**config.mk**
```make
export PLATFORM = sky130hd
export DESIGN_NAME = operand_entry
export DESIGN_NICKNAME = d
export VERILOG_FILES = /design/src/rtl/operand_entry.sv
export SDC_FILE = /design/constraint.sdc
export NUM_CORES = 1
export LEC_CHECK = 0
export CAP_MARGIN = 15
export CORE_MARGIN = 4
export CORE_UTILIZATION = 50
export CTS_BUF_LIST = sky130_fd_sc_hd__clkbuf_16
export DETAILED_ROUTE_END_ITERATION = 7
export PLACE_DENSITY = 0.69
export SLEW_MARGIN = 40
export SYNTH_ARGS = -nofsm -noshare
export SYNTH_HDL_FRONTEND = slang
export SYNTH_SLANG_ARGS = --single-unit
```
**constraint.sdc**
```tcl
create_clock -name clk -period 3.9 [get_ports clk]
set_input_delay 0.78 -clock clk [delete_from_list [all_inputs] [get_ports clk]]
set_output_delay 0.78 -clock clk [all_outputs]
set_load 0.02 [all_outputs]
```
**src/rtl/operand_entry.sv**
```systemverilog
// Front-panel entry stage: debounces three push buttons and loads operand A, operand B and the
// opcode from the switches in order, then strobes valid for one cycle.
module operand_entry #(
   parameter int unsigned DEBOUNCE_CYCLES = 500000,
   parameter int unsigned CNT_W           = 20
) (
   input  logic       clk,
   input  logic       rst,
   input  logic [3:0] no,
   input  logic       push1,
   input  logic       push2,
   input  logic       push3,
   output logic [3:0] a,
   output logic [3:0] b,
   output logic [2:0] opcode,
   output logic       valid,
   output logic       invalid_op,
   output logic [1:0] state
);

   typedef enum logic [1:0] {
      StA  = 2'd0,
      StB  = 2'd1,
      StOp = 2'd2,
      StGo = 2'd3
   } state_e;

   localparam logic [CNT_W-1:0] CntLast = CNT_W'(DEBOUNCE_CYCLES - 1);

   // Bit 0/1/2 of each vector belongs to push1/push2/push3.
   logic [2:0]       sync1_q;
   logic [2:0]       sync2_q;
   logic [2:0]       deb_q;
   logic [2:0]       deb_dly_q;
   logic [2:0]       press_q;
   logic [CNT_W-1:0] cnt_q [3];

   state_e     state_q;
   logic [3:0] a_q;
   logic [3:0] b_q;
   logic [2:0] opcode_q;
   logic       valid_q;
   logic       invalid_q;

   always_ff @(posedge clk or posedge rst) begin
      if (rst) begin
         sync1_q   <= '0;
         sync2_q   <= '0;
         deb_q     <= '0;
         deb_dly_q <= '0;
         press_q   <= '0;
         for (int i = 0; i < 3; i++) begin
            cnt_q[i] <= '0;
         end
      end else begin
         sync1_q   <= {push3, push2, push1};
         sync2_q   <= sync1_q;
         deb_dly_q <= deb_q;
         // Registered edge strobe: one cycle per accepted rising level.
         press_q   <= deb_q & ~deb_dly_q;
         for (int i = 0; i < 3; i++) begin
            if (sync2_q[i] == deb_q[i]) begin
               cnt_q[i] <= '0;
            end else if (cnt_q[i] == CntLast) begin
               deb_q[i] <= ~deb_q[i];
               cnt_q[i] <= '0;
            end else begin
               cnt_q[i] <= cnt_q[i] + 1'b1;
            end
         end
      end
   end

   // Only the highest-priority press in a cycle is acted on; the rest are dropped.
   always_ff @(posedge clk or posedge rst) begin
      if (rst) begin
         state_q   <= StA;
         a_q       <= '0;
         b_q       <= '0;
         opcode_q  <= '0;
         valid_q   <= 1'b0;
         invalid_q <= 1'b0;
      end else begin
         valid_q   <= 1'b0;
         invalid_q <= 1'b0;
         unique case (state_q)
            StA: begin
               if (press_q[0]) begin
                  a_q     <= no;
                  state_q <= StB;
               end
            end
            StB: begin
               if (press_q[0]) begin
                  a_q <= no;
               end else if (press_q[1]) begin
                  b_q     <= no;
                  state_q <= StOp;
               end
            end
            StOp: begin
               if (press_q[0]) begin
                  a_q     <= no;
                  state_q <= StB;
               end else if (press_q[1]) begin
                  b_q <= no;
               end else if (press_q[2]) begin
                  if (no <= 4'd4) begin
                     opcode_q <= no[2:0];
                     valid_q  <= 1'b1;
                     state_q  <= StGo;
                  end else begin
                     invalid_q <= 1'b1;
                  end
               end
            end
            StGo: begin
               state_q <= StA;
            end
         endcase
      end
   end

   assign a          = a_q;
   assign b          = b_q;
   assign opcode     = opcode_q;
   assign valid      = valid_q;
   assign invalid_op = invalid_q;
   assign state      = state_q;

endmodule

```
==> summary.txt <==
status = finished clean
Seq/Total Area, Yosys = 54.9%
RSZ-0062 raised after global routing = false
WP data required = 4.11 ns
Setup-failing EPs final = 0
Syn Nets = 401
time the worst path needs with I/O delays and setup = 2.36 ns
Ys Warns = 0
Power Total = 2.00 mW
GRT overflow = 0
Num CTS Buffers = 9
first-pass GRT wire length = 13500 um
Post-CTS Resized = 0
post-CTS setup repair buffer count = 0
DRC Markers = 0
Area growth syn-to-layout = 17.0%
non-filler cells, final = 523
xor/xnor cell area share of the yosys netlist = 7.69%
1st-iter DRT viols = 82
compound-cell area share of the yosys netlist = 7.36%
Leak = 1.93 nW
Synth Area in Simple Gates = 21.9%
final hold violations = 0
layout cells sized above 1 = 10.5%
clock buffer depth = 2
hold buffers post-CTS = 0
Ant. Diodes = 0
Synth cell types = 39
initial antenna violation count = 0
CP Class = reg -> reg
endpoint class of the critical path = register
Die Wd = 98.5 um
Final Cell Area = 0.00479 mm^2
Sink Count = 90
CP Cell Sequence = ha_1 -> nand4_1 -> or2_2 -> o21ai_1 -> buf_4 -> a21oi_1
I/O Pins = 24
Die Y = 98.5 um
Final GP Congestion = 0.811
mux share of post-synthesis cell area = 3.85%
DP Area = 0.00446 mm^2
Placed Cells incl. Taps = 507
crit share post-route = 60.5%
layout net count = 432
routed via count = 2918
Antenna Nets Post-Route = 0
Synth Area in Adders = 2.14%
starting density of the core = 52.2%
DR pass1 iterations = 4
clock latency on the worst-skew pair = 0.33 ns
# rows = 32
crit start category = register
Slew @ Worst Pin = 0.682 ns
Final Slew Violations = 0
Post-synth ARST share = 100%
Max rail drop VDD = 0.000303 V
Port Buf Inserts = 23
register bit total from synthesis = 90
Post-synth EDFFs = 0
Avg Cell Area, Syn = 10.6 um^2
crit path max fanout = 12
routed len/inst = 14.5 um
CTS tree = yes
Cell Area, Synth = 0.00410 mm^2
die area = 0.00971 mm^2
CP max stage delay = 0.53 ns
Post-Route WL = 7610 um
largest net degree at the start of global routing = 38
Critical path buffers and inverters = 1
Max-slew headroom = 54.2%
PD cells = 418 mW/mm^2
synthesized instance count = 385
vias in the first global route = 2982
main combinational cell family by area after synthesis = simple AND/OR/NAND/NOR gates
H-tree levels = 3
Worst Hold Class = reg -> reg
clk slew on worst S/H paths = 0.06 ns
CP top delay family = simple AND/OR/NAND/NOR gates
MaxCap Viol Count = 0
setup TNS = 0 ns
Via-to-Cell Ratio = 5.58
Worst Skew = 0.00678 ns
gr usage total = 16.8%
CTS root buf = clkbuf_16
detailed-placement wirelength estimate = 5180 um
slowest stage cell, crit path = o21ai_1
Critical Path AT = 2.57 ns
Fin Hold WS = 0.353 ns
prevailing post-synth register cell = dfrtp_1
fmax = 424 MHz
Core ar. = 0.00785 mm^2
cells in the final DEF, fill, tap and decap left out, types with 2 or more instances in the layout:
cell	count
nor3_1	9
dfrtp_1	90
clkinv_1	2
ha_1	7
nor2_1	46
nor4_1	8
buf_4	5
xor2_1	15
inv_1	13
or3_1	13
or4_1	13
nand3_2	2
nand2_1	20
nand2b_1	2
and4_1	2
o21ai_0	15
mux2_2	14
nor2b_1	5
nand3_1	15
nand4_1	16
nor4bb_1	2
clkbuf_16	9
nor4b_1	2
a21oi_1	21
o31ai_1	8
o31ai_2	2
clkdlybuf4s50_1	23
bufinv_16	3
clkinv_2	3
or2_2	2
xnor2_1	21
sequential cells by signal (all words and copies together) (netlist names):
name and cells:
a 4, sync2_q 3, deb_q 3, b 4, deb_dly_q 3, opcode 3, invalid_op 1, state 2
sync1_q 3, press_q 3, valid 1, cnt_q 60
where the power goes:
| part | switching [mW] | internal, mW | total [mW] |
|---|---|---|---|
| combinational | 0.0507 | 0.0337 | 0.0843 |
| clock | 0.338 | 0.619 | 0.957 |
| sequential | 0.0123 | 0.950 | 0.962 |
synth_stat cells (14+ instances only):
master | instances | area, um^2
xnor2_1 | 21 | 184
nor2_1 | 46 | 173
dfrtp_1 | 90 | 2250
inv_1 | 14 | 52.6
nand4_1 | 16 | 100
xor2_1 | 15 | 131
o21ai_0 | 16 | 80.1
nand3_1 | 15 | 75.1
nand2_1 | 20 | 75.1
a21oi_1 | 21 | 105
mux2_2 | 14 | 158
kinds of logic after synthesis:
kind of cell,Yosys count
flip-flops,90
XOR/XNOR,36
AO/OA/AOI/OAI,51
AND/OR/NAND/NOR,165
multiplexers,14
buffers and inverters,22
adder cells (fa/ha/maj),7
per-stage QoR:
step                utilization (%)  worst slack (ns)
detailed placement             56.9              1.52
CTS                            61.1              1.57
global route                   61.1              1.40
global placement               56.9              1.64
floorplan                         -             0.785
finish                         61.1              1.54
per-layer routing:
metal	vias to the layer above	routed length [um]	global-route usage [%]
met4	0	159	7.67
met1	1408	3610	22.2
li1	1444	-	-
met2	49	3580	26.6
met3	17	262	3.54
met5	-	0	0
final cells by class:
class	instances	area (um^2)
clock buffers	9	225
clock inverters	7	108
fillers	668	3050
inverters	14	53.8
multi-input cells	273	1760
flip-flops and latches	90	2250
well taps	102	128
repair buffers	28	268
worst paths after layout:
path,start,endpoint,slack [ns],cells past startpoint
max,cnt_q[40],cnt_q[53],1.54,6
min,sync1_q[2],sync2_q[2],0.35,0
max reg2reg,cnt_q[40],cnt_q[53],1.54,6
min reg2reg,sync1_q[2],sync2_q[2],0.35,0
max in group asynchronous,rst,cnt_q[24],2.28,3
min in group asynchronous,rst,cnt_q[30],0.83,2
No activity file was read; power rests on OpenSTA's default activity.
